### src/rtl/ddr3_frame_reader_if.sv
// Avalon-MM burst read port plus display-FIFO write port of the DDR3 frame reader.
// master: the frame reader; slave: the DDR3 controller / FIFO side.
interface ddr3_frame_reader_if #(
    parameter int ADDR_W  = 25,
    parameter int DATA_W  = 64,
    parameter int BC_W    = 7,
    parameter int USEDW_W = 8
);
    logic [ADDR_W-1:0]  avm_address;
    logic               avm_read;
    logic [BC_W-1:0]    avm_burstcount;
    logic               avm_waitrequest;
    logic [DATA_W-1:0]  avm_readdata;
    logic               avm_readdatavalid;
    logic               fifo_wrreq;
    logic [DATA_W-1:0]  fifo_data;
    logic [USEDW_W-1:0] fifo_wrusedw;

    modport master (
        output avm_address, avm_read, avm_burstcount,
        input  avm_waitrequest, avm_readdata, avm_readdatavalid,
        output fifo_wrreq, fifo_data,
        input  fifo_wrusedw
    );

    modport slave (
        input  avm_address, avm_read, avm_burstcount,
        output avm_waitrequest, avm_readdata, avm_readdatavalid,
        input  fifo_wrreq, fifo_data,
        output fifo_wrusedw
    );
endinterface

### src/rtl/ddr3_frame_reader.sv
// Read-side DMA: fetches one frame from DDR3 in bursts into the display FIFO.
// Optional ping-pong frame banking via macro DDR3_FRAME_PINGPONG_EN (adds rd_bank output).
module ddr3_frame_reader #(
    parameter int ADDR_W      = 25,
    parameter int DATA_W      = 64,
    parameter int FRAME_WORDS = 98304,
    parameter int BURST_LEN   = 32,
    parameter int BC_W        = 7,
    parameter int FIFO_DEPTH  = 256,
    parameter int USEDW_W     = 8
) (
    input  logic                clk,
    input  logic                rstn,
    input  logic                frame_start,
    input  logic [ADDR_W-1:0]   base_addr,
    ddr3_frame_reader_if.master bus,
    output logic                busy,
    output logic                frame_done,
    output logic                frame_overrun
`ifdef DDR3_FRAME_PINGPONG_EN
    ,
    output logic                rd_bank
`endif
);
    localparam int WL_W = $clog2(FRAME_WORDS + 1);

    typedef enum logic [1:0] {
        ST_IDLE,
        ST_CHECK,
        ST_REQ,
        ST_DATA
    } state_t;

    state_t            state;
    logic [ADDR_W-1:0] cur_addr;
    logic [WL_W-1:0]   words_left;
    logic [BC_W-1:0]   len_q;
    logic [BC_W-1:0]   beat_cnt;
    logic [BC_W-1:0]   cur_len;
    logic [31:0]       space;
    logic [ADDR_W-1:0] start_addr;
    logic              start_ok;

`ifdef DDR3_FRAME_PINGPONG_EN
    logic bank;
    assign start_addr = bank ? base_addr + ADDR_W'(FRAME_WORDS) : base_addr;
`else
    assign start_addr = base_addr;
`endif

    // A start coinciding with frame_done counts as arriving while busy.
    assign start_ok = frame_start && !frame_done;

    always_comb begin
        cur_len = BC_W'(BURST_LEN);
        if (32'(words_left) < 32'(BURST_LEN))
            cur_len = BC_W'(words_left);
    end

    assign space = 32'(FIFO_DEPTH) - 32'(bus.fifo_wrusedw);

    always_ff @(posedge clk or negedge rstn) begin
        if (!rstn) begin
            state              <= ST_IDLE;
            cur_addr           <= '0;
            words_left         <= '0;
            len_q              <= '0;
            beat_cnt           <= '0;
            bus.avm_address    <= '0;
            bus.avm_read       <= 1'b0;
            bus.avm_burstcount <= '0;
            bus.fifo_wrreq     <= 1'b0;
            bus.fifo_data      <= '0;
            busy               <= 1'b0;
            frame_done         <= 1'b0;
            frame_overrun      <= 1'b0;
`ifdef DDR3_FRAME_PINGPONG_EN
            bank               <= 1'b0;
            rd_bank            <= 1'b0;
`endif
        end else begin
            frame_done     <= 1'b0;
            bus.fifo_wrreq <= 1'b0;
            frame_overrun  <= frame_start && (busy || frame_done);

            case (state)
                ST_IDLE: begin
                    if (start_ok) begin
                        cur_addr   <= start_addr;
                        words_left <= WL_W'(FRAME_WORDS);
                        busy       <= 1'b1;
`ifdef DDR3_FRAME_PINGPONG_EN
                        rd_bank    <= bank;
`endif
                        state      <= ST_CHECK;
                    end
                end

                ST_CHECK: begin
                    // Strictly greater: a burst must never fill the FIFO to the brim.
                    if (space > 32'(cur_len)) begin
                        bus.avm_read       <= 1'b1;
                        bus.avm_address    <= cur_addr;
                        bus.avm_burstcount <= cur_len;
                        len_q              <= cur_len;
                        state              <= ST_REQ;
                    end
                end

                ST_REQ: begin
                    if (!bus.avm_waitrequest) begin
                        bus.avm_read <= 1'b0;
                        beat_cnt     <= len_q;
                        state        <= ST_DATA;
                    end
                end

                ST_DATA: begin
                    if (bus.avm_readdatavalid) begin
                        bus.fifo_wrreq <= 1'b1;
                        bus.fifo_data  <= bus.avm_readdata;
                        beat_cnt       <= beat_cnt - BC_W'(1);
                        if (beat_cnt == BC_W'(1)) begin
                            cur_addr   <= cur_addr + ADDR_W'(len_q);
                            words_left <= words_left - WL_W'(len_q);
                            if (words_left == WL_W'(len_q)) begin
                                state      <= ST_IDLE;
                                busy       <= 1'b0;
                                frame_done <= 1'b1;
`ifdef DDR3_FRAME_PINGPONG_EN
                                bank       <= ~bank;
`endif
                            end else begin
                                state <= ST_CHECK;
                            end
                        end
                    end
                end

                default: state <= ST_IDLE;
            endcase
        end
    end
endmodule

### src/flat_wrapper.sv
// flat-port wrapper written by rule: the top's interface ports become plain ports
module ddr3_frame_reader_flat 
#(
    parameter int ADDR_W      = 25,
    parameter int DATA_W      = 64,
    parameter int FRAME_WORDS = 98304,
    parameter int BURST_LEN   = 32,
    parameter int BC_W        = 7,
    parameter int FIFO_DEPTH  = 256,
    parameter int USEDW_W     = 8
)
  (clk, rstn, frame_start, base_addr, busy, frame_done, frame_overrun, bus_avm_address, bus_avm_read, bus_avm_burstcount, bus_avm_waitrequest, bus_avm_readdata, bus_avm_readdatavalid, bus_fifo_wrreq, bus_fifo_data, bus_fifo_wrusedw);
  ddr3_frame_reader_if #(.ADDR_W(ADDR_W), .DATA_W(DATA_W), .BC_W(BC_W), .USEDW_W(USEDW_W)) bus_i ();
  input  logic clk;
  input  logic rstn;
  input  logic frame_start;
  input  logic [ADDR_W-1:0] base_addr;
  output logic busy;
  output logic frame_done;
  output logic frame_overrun;
  output wire logic [$bits(bus_i.avm_address)-1:0] bus_avm_address;
  output wire logic [$bits(bus_i.avm_read)-1:0] bus_avm_read;
  output wire logic [$bits(bus_i.avm_burstcount)-1:0] bus_avm_burstcount;
  input wire logic [$bits(bus_i.avm_waitrequest)-1:0] bus_avm_waitrequest;
  input wire logic [$bits(bus_i.avm_readdata)-1:0] bus_avm_readdata;
  input wire logic [$bits(bus_i.avm_readdatavalid)-1:0] bus_avm_readdatavalid;
  output wire logic [$bits(bus_i.fifo_wrreq)-1:0] bus_fifo_wrreq;
  output wire logic [$bits(bus_i.fifo_data)-1:0] bus_fifo_data;
  input wire logic [$bits(bus_i.fifo_wrusedw)-1:0] bus_fifo_wrusedw;
  assign bus_avm_address = bus_i.avm_address;
  assign bus_avm_read = bus_i.avm_read;
  assign bus_avm_burstcount = bus_i.avm_burstcount;
  assign bus_i.avm_waitrequest = bus_avm_waitrequest;
  assign bus_i.avm_readdata = bus_avm_readdata;
  assign bus_i.avm_readdatavalid = bus_avm_readdatavalid;
  assign bus_fifo_wrreq = bus_i.fifo_wrreq;
  assign bus_fifo_data = bus_i.fifo_data;
  assign bus_i.fifo_wrusedw = bus_fifo_wrusedw;
  ddr3_frame_reader #(.ADDR_W(ADDR_W), .DATA_W(DATA_W), .FRAME_WORDS(FRAME_WORDS), .BURST_LEN(BURST_LEN), .BC_W(BC_W), .FIFO_DEPTH(FIFO_DEPTH), .USEDW_W(USEDW_W)) u_core (.clk(clk), .rstn(rstn), .frame_start(frame_start), .base_addr(base_addr), .bus(bus_i), .busy(busy), .frame_done(frame_done), .frame_overrun(frame_overrun));
endmodule
### config.mk
export PLATFORM = sky130hd
export DESIGN_NAME = ddr3_frame_reader_flat
export DESIGN_NICKNAME = d
export VERILOG_FILES = /design/src/rtl/ddr3_frame_reader_if.sv /design/src/rtl/ddr3_frame_reader.sv /design/src/flat_wrapper.sv
export SDC_FILE = /design/constraint.sdc
export NUM_CORES = 1
export LEC_CHECK = 0
export ABC_AREA = 0
export BUFFER_PORTS_ARGS = -buffer_cell sky130_fd_sc_hd__clkbuf_2
export CAP_MARGIN = 20
export CELL_PAD_IN_SITES_DETAIL_PLACEMENT = 0
export CELL_PAD_IN_SITES_GLOBAL_PLACEMENT = 2
export CORE_MARGIN = 10
export CORE_UTILIZATION = 33
export DETAILED_ROUTE_END_ITERATION = 8
export GPL_ROUTABILITY_DRIVEN = 0
export PLACE_DENSITY = 0.87
export SLEW_MARGIN = 0
export SYNTH_ARGS = -nofsm -noshare
export SYNTH_HDL_FRONTEND = slang
export SYNTH_SLANG_ARGS = --single-unit
### constraint.sdc
create_clock -name clk -period 4.82 [get_ports clk]
set_input_delay 0.482 -clock clk [delete_from_list [all_inputs] [get_ports clk]]
set_output_delay 0.482 -clock clk [all_outputs]
set_load 0.05 [all_outputs]
# Word level (Yosys, flattened, before mapping)
# Index checks and enable logic that the tools add are counted.
# W data, S select, Z words.
# op_classes
multipliers	0
shift	0
order_cmp	2
addsub	4
muxes	33
n_eq_ne	11
div_mod_pow	0
reduce_logical	15
bitwise_logic	0
# op_table
op	count
$mux W25	3
$mux W17	3
$pmux W25 S2	1
$pmux W17 S2	1
$gt A32 B7 Y1	1
$add A25 B7 Y25	1
$mux W7	3
$eq A17 B7 Y1	1
$lt A17 B6 Y1 const B	1
$sub A17 B7 Y17	1
$pmux W7 S2	1
$mux W1	13
$mux W2	5
$reduce_and A5 Y1	2
$sub A9 B8 Y10 const A	1
$ne A2 B1 Y1 const B	4
$pmux W2 S4	1
$eq A7 B1 Y1 const B	1
$sub A7 B1 Y7 const B	1
$reduce_and A3 Y1	2
$reduce_bool A2 Y1	3
$eq A2 B2 Y1 const B	2
$ne A2 B2 Y1 const B	2
$pmux W1 S2	2
7 further kinds	9
# totals
n_memories	0
mem_bits_ro	0
latchBits	0
inputBits	102
ram_bits	0
register_bits	152
out_inout_bits	101

# Logic depth before layout (Yosys ltp)
# depth
depth_word	5
ltp_mapped	14
ltp_nobuf	12

# Least setup slack after synthesis
# OpenSTA, ideal clock, no wires.
# synth_timing
path_kind	reg2reg
start	register u_core.words_left[12]
end	register u_core.bus.avm_address[2]
slack_ps	681
stages_incl_launch_ff	15
path_buffers	2
period_less_slack_ps	4139
t_arrival_ps	4014
cell_sequence	dfrtp_1 -> or4_4 -> or3_1 -> or3_4 -> nor3_2 -> nand2_1 -> ha_1 -> a211oi_1 -> nor2_1 -> o31ai_1 -> a21o_1 -> a21bo_2 -> clkbuf_1 -> clkbuf_1 -> mux2_2
# synth_via
elab_chain_len	4
# synth_rtl
item	line	text
from (decl)	ddr3_frame_reader.sv:36	logic [WL_W-1:0] words_left;
from (signal assigned)	ddr3_frame_reader.sv:90	words_left <= WL_W'(FRAME_WORDS);
from (signal assigned)	ddr3_frame_reader.sv:125	words_left <= words_left - WL_W'(len_q);
$lt A17 B6 Y1	ddr3_frame_reader.sv:56	if (32'(words_left) < 32'(BURST_LEN))
$mux W7	ddr3_frame_reader.sv:56	
$gt A32 B7 Y1	ddr3_frame_reader.sv:101	if (space > 32'(cur_len)) begin
$reduce_and A2 Y1 (no line)	-	
to (signal assigned)	ddr3_frame_reader.sv:103	bus.avm_address <= cur_addr;
to (decl)	ddr3_frame_reader_if.sv:20	output avm_address, avm_read, avm_burstcount,
# Every way passes these cells.
# A chain may end at the register's enable or synchronous reset.

# Worst setup path after layout
# layout_timing
start	register u_core.words_left[12]
end	register u_core.bus.avm_address[23]
# The elaborated chain is that of the path after synthesis.

==> reports/qor.csv <==
metric,value,unit
hp-class,in2async,
ys.flop_type,dfrtp_1,
clockBufferDepth,2,
area_delta_synth_final,26.7,%
track_usage,0.144,
ys_types,57,
die_h,169,µm
placedCellCount,1113,
cts_root_buf,clkbuf_16,
worstMarginPinSlew,1.01,ns
wire_per_inst,18.5,µm
drv_slew,0,
rsz0062_at_grt,false,
start_kind,flip-flop,
clock-sinks,152,
ys_top_cells_by_count,"dfrtp_1 (152), mux2_2 (92), nand2_1 (45)",
hold_buffers,0,
p_leak,4.42,nW
via_count,5740,
clkLatencyLatePin,0.42,ns
port-buffer-count,202,
cts_tree,built,
hpwlAfterDp,16100,µm
yosysTopAreaCell,dfrtp_1,
syn_nets,780,
clock-skew-final,0.0114,ns
core,0.0219,mm²
rrSetupSlack,0.61,ns
cts_setup_buffers,0,
synth_top_area_frac,0.517,
grt_pass1_vias,5825,
synth_area_leaders,"dfrtp_1 (52%), mux2_2 (14%), ha_1 (4.8%)",
drtIter0Drc,381,
setup.worst_path.class,reg2reg,
syn_avg_cell_area,11.4,µm²
die_w,169,µm
nNetsFinal,984,
crit_start,u_core.words_left[12],
fin_hold_ws,0.0552,ns
status,"complete, no violations",
die_area,0.0287,mm²
cp_max_fo,20,
async_reset_ff_frac,1.00,
r2r-end,u_core.bus.avm_address[23],
stdcell_count,1145,
drtPass1Iterations,4,
syn_inst,648,
tns,0,ns
critPathCapture,u_core.bus.avm_address[23],
n_antenna_cell,0,
synth-seq-cells,152,
grt_first_pass_wirelength,33000,µm
drv_cap,0,
grt_antenna_before_repair,1,
grt_max_degree,68,
ctsResizeCount,0,
critPathCaptureType,flip-flop,
post-route-drc-count,0,
via_per_inst,5.01,
drive_above_1_share,0.402,
ff2ff_path_depth,13,
synth-edff-count,0,
min_period,4.21,ns
antenna_left,0,
syn-cell-area,0.00736,mm²
wirelength,21200,µm
yosysMostFrequentCell,dfrtp_1,
fmax,237,MHz
cp_data_required_time,5.12,ns
clk_pin_slew_worst_paths,0.07,ns
grt.overflow.total,0,
start_util,0.336,
peakVddDrop,0.000295,V
crit-reg2reg-launch,u_core.words_left[12],
cp_data_arrival_time,4.51,ns
relSlewSlack,0.327,
ios,203,
numCtsBuffers,17,
n_fill_cell,2142,
hold_viol,0,
powerDensity,759,mW/mm²
synth.yosys.warnings,0,
finalSetupViolCount,0,
htreeDepth,4,
rows,54,
finalCritPeriodShare,0.874,
ys_seq_area_frac,0.517,
## placed cells by master (no fill, tap or decap), types with 8 or more instances in the layout
cell type / count
clkbuf_2: 201
dfrtp_1: 152
mux2_2: 92
nand2_1: 45
o21ai_0: 38
nor2_1: 31
ha_1: 28
a21oi_1: 25
inv_1: 22
clkbuf_16: 17
xnor2_1: 15
nand3_1: 15
nor3_1: 14
and3_1: 13
xor2_1: 12
buf_4: 12
nand4_1: 8
o22ai_1: 8
## stage by stage
stage | power, mW | utilization | instance area, µm² | setup WS (ns)
after global routing | 7.51 | 0.426 | 9330 | 0.302
after floorplan | 4.82 | - | 7360 | 0.681
after CTS | 7.16 | 0.426 | 9330 | 0.589
final | 7.08 | 0.426 | 9330 | 0.607
after global placement | 5.71 | 0.398 | 8710 | 0.658
after detailed placement | 5.75 | 0.398 | 8710 | 0.618
## flip-flops by register name (all words and copies together), names as in the netlist, 2 cells and up
name                       count
u_core.beat_cnt                7
u_core.words_left             17
u_core.cur_addr               25
u_core.bus.avm_address        25
u_core.state                   2
u_core.bus.fifo_data          64
u_core.bus.avm_burstcount      7
## routing by layer
| metal | GRT usage | share of wire |
|---|---|---|
| met2 | 0.224 | 0.45 |
| met3 | 0.0463 | 0.077 |
| met1 | 0.188 | 0.46 |
| met5 | 0 | 0.00061 |
| met4 | 0.0394 | 0.011 |
## area by class of cell
cell class              count  area (µm²)  area share
clock inverters            14         175      0.0188
flip-flops and latches    152        3800       0.408
inverters                  23        86.3     0.00926
clock buffers              18         439      0.0471
well taps                 280         350      0.0376
multi-input cells         444        3360       0.361
repair buffers            214        1110       0.119
## worst max-delay path, stage by stage, from the launching register on
cell	delay, ns
dfrtp_1	0.40
or4_4	0.55
or3_1	0.34
or3_4	0.40
nor3_2	0.34
nand2_1	0.14
ha_1	0.31
a211oi_1	0.25
nor2_1	0.08
o31ai_1	0.27
a21o_1	0.20
a21bo_2	0.14
buf_4	0.29
mux2_2	0.37
## how the worst min path moves through the flow
stage	endpoint	slack [ns]
6_report	u_core.bus.fifo_data[56]	0.06
5_1_grt	u_core.bus.fifo_data[56]	0.09
4_1_cts	u_core.bus.fifo_data[56]	0.07
3_5_place_dp	u_core.bus.fifo_data[5]	0.49
3_3_place_gp	u_core.bus.fifo_data[11]	0.49
2_1_floorplan	u_core.beat_cnt[0]	0.19
## power by group
part           switching (mW)  internal [mW]
Combinational            2.37           1.10
Clock                   0.585          0.803
Sequential              0.391           1.83
Total                    3.34           3.74
## cells by family (layout without fill, tap and decap cells)
group | Yosys count | count (layout) | synth area share
flip-flops | 152 | 152 | 0.517
adder cells (fa/ha/maj) | 30 | 30 | 0.0530
multiplexers | 99 | 99 | 0.150
buffers and inverters | 52 | 269 | 0.0265
AO/OA/AOI/OAI | 129 | 129 | 0.113
AND/OR/NAND/NOR | 158 | 158 | 0.108
XOR/XNOR | 27 | 27 | 0.0321
other | 1 | 1 | 0.000509
Power figures use the tool's default switching activity.
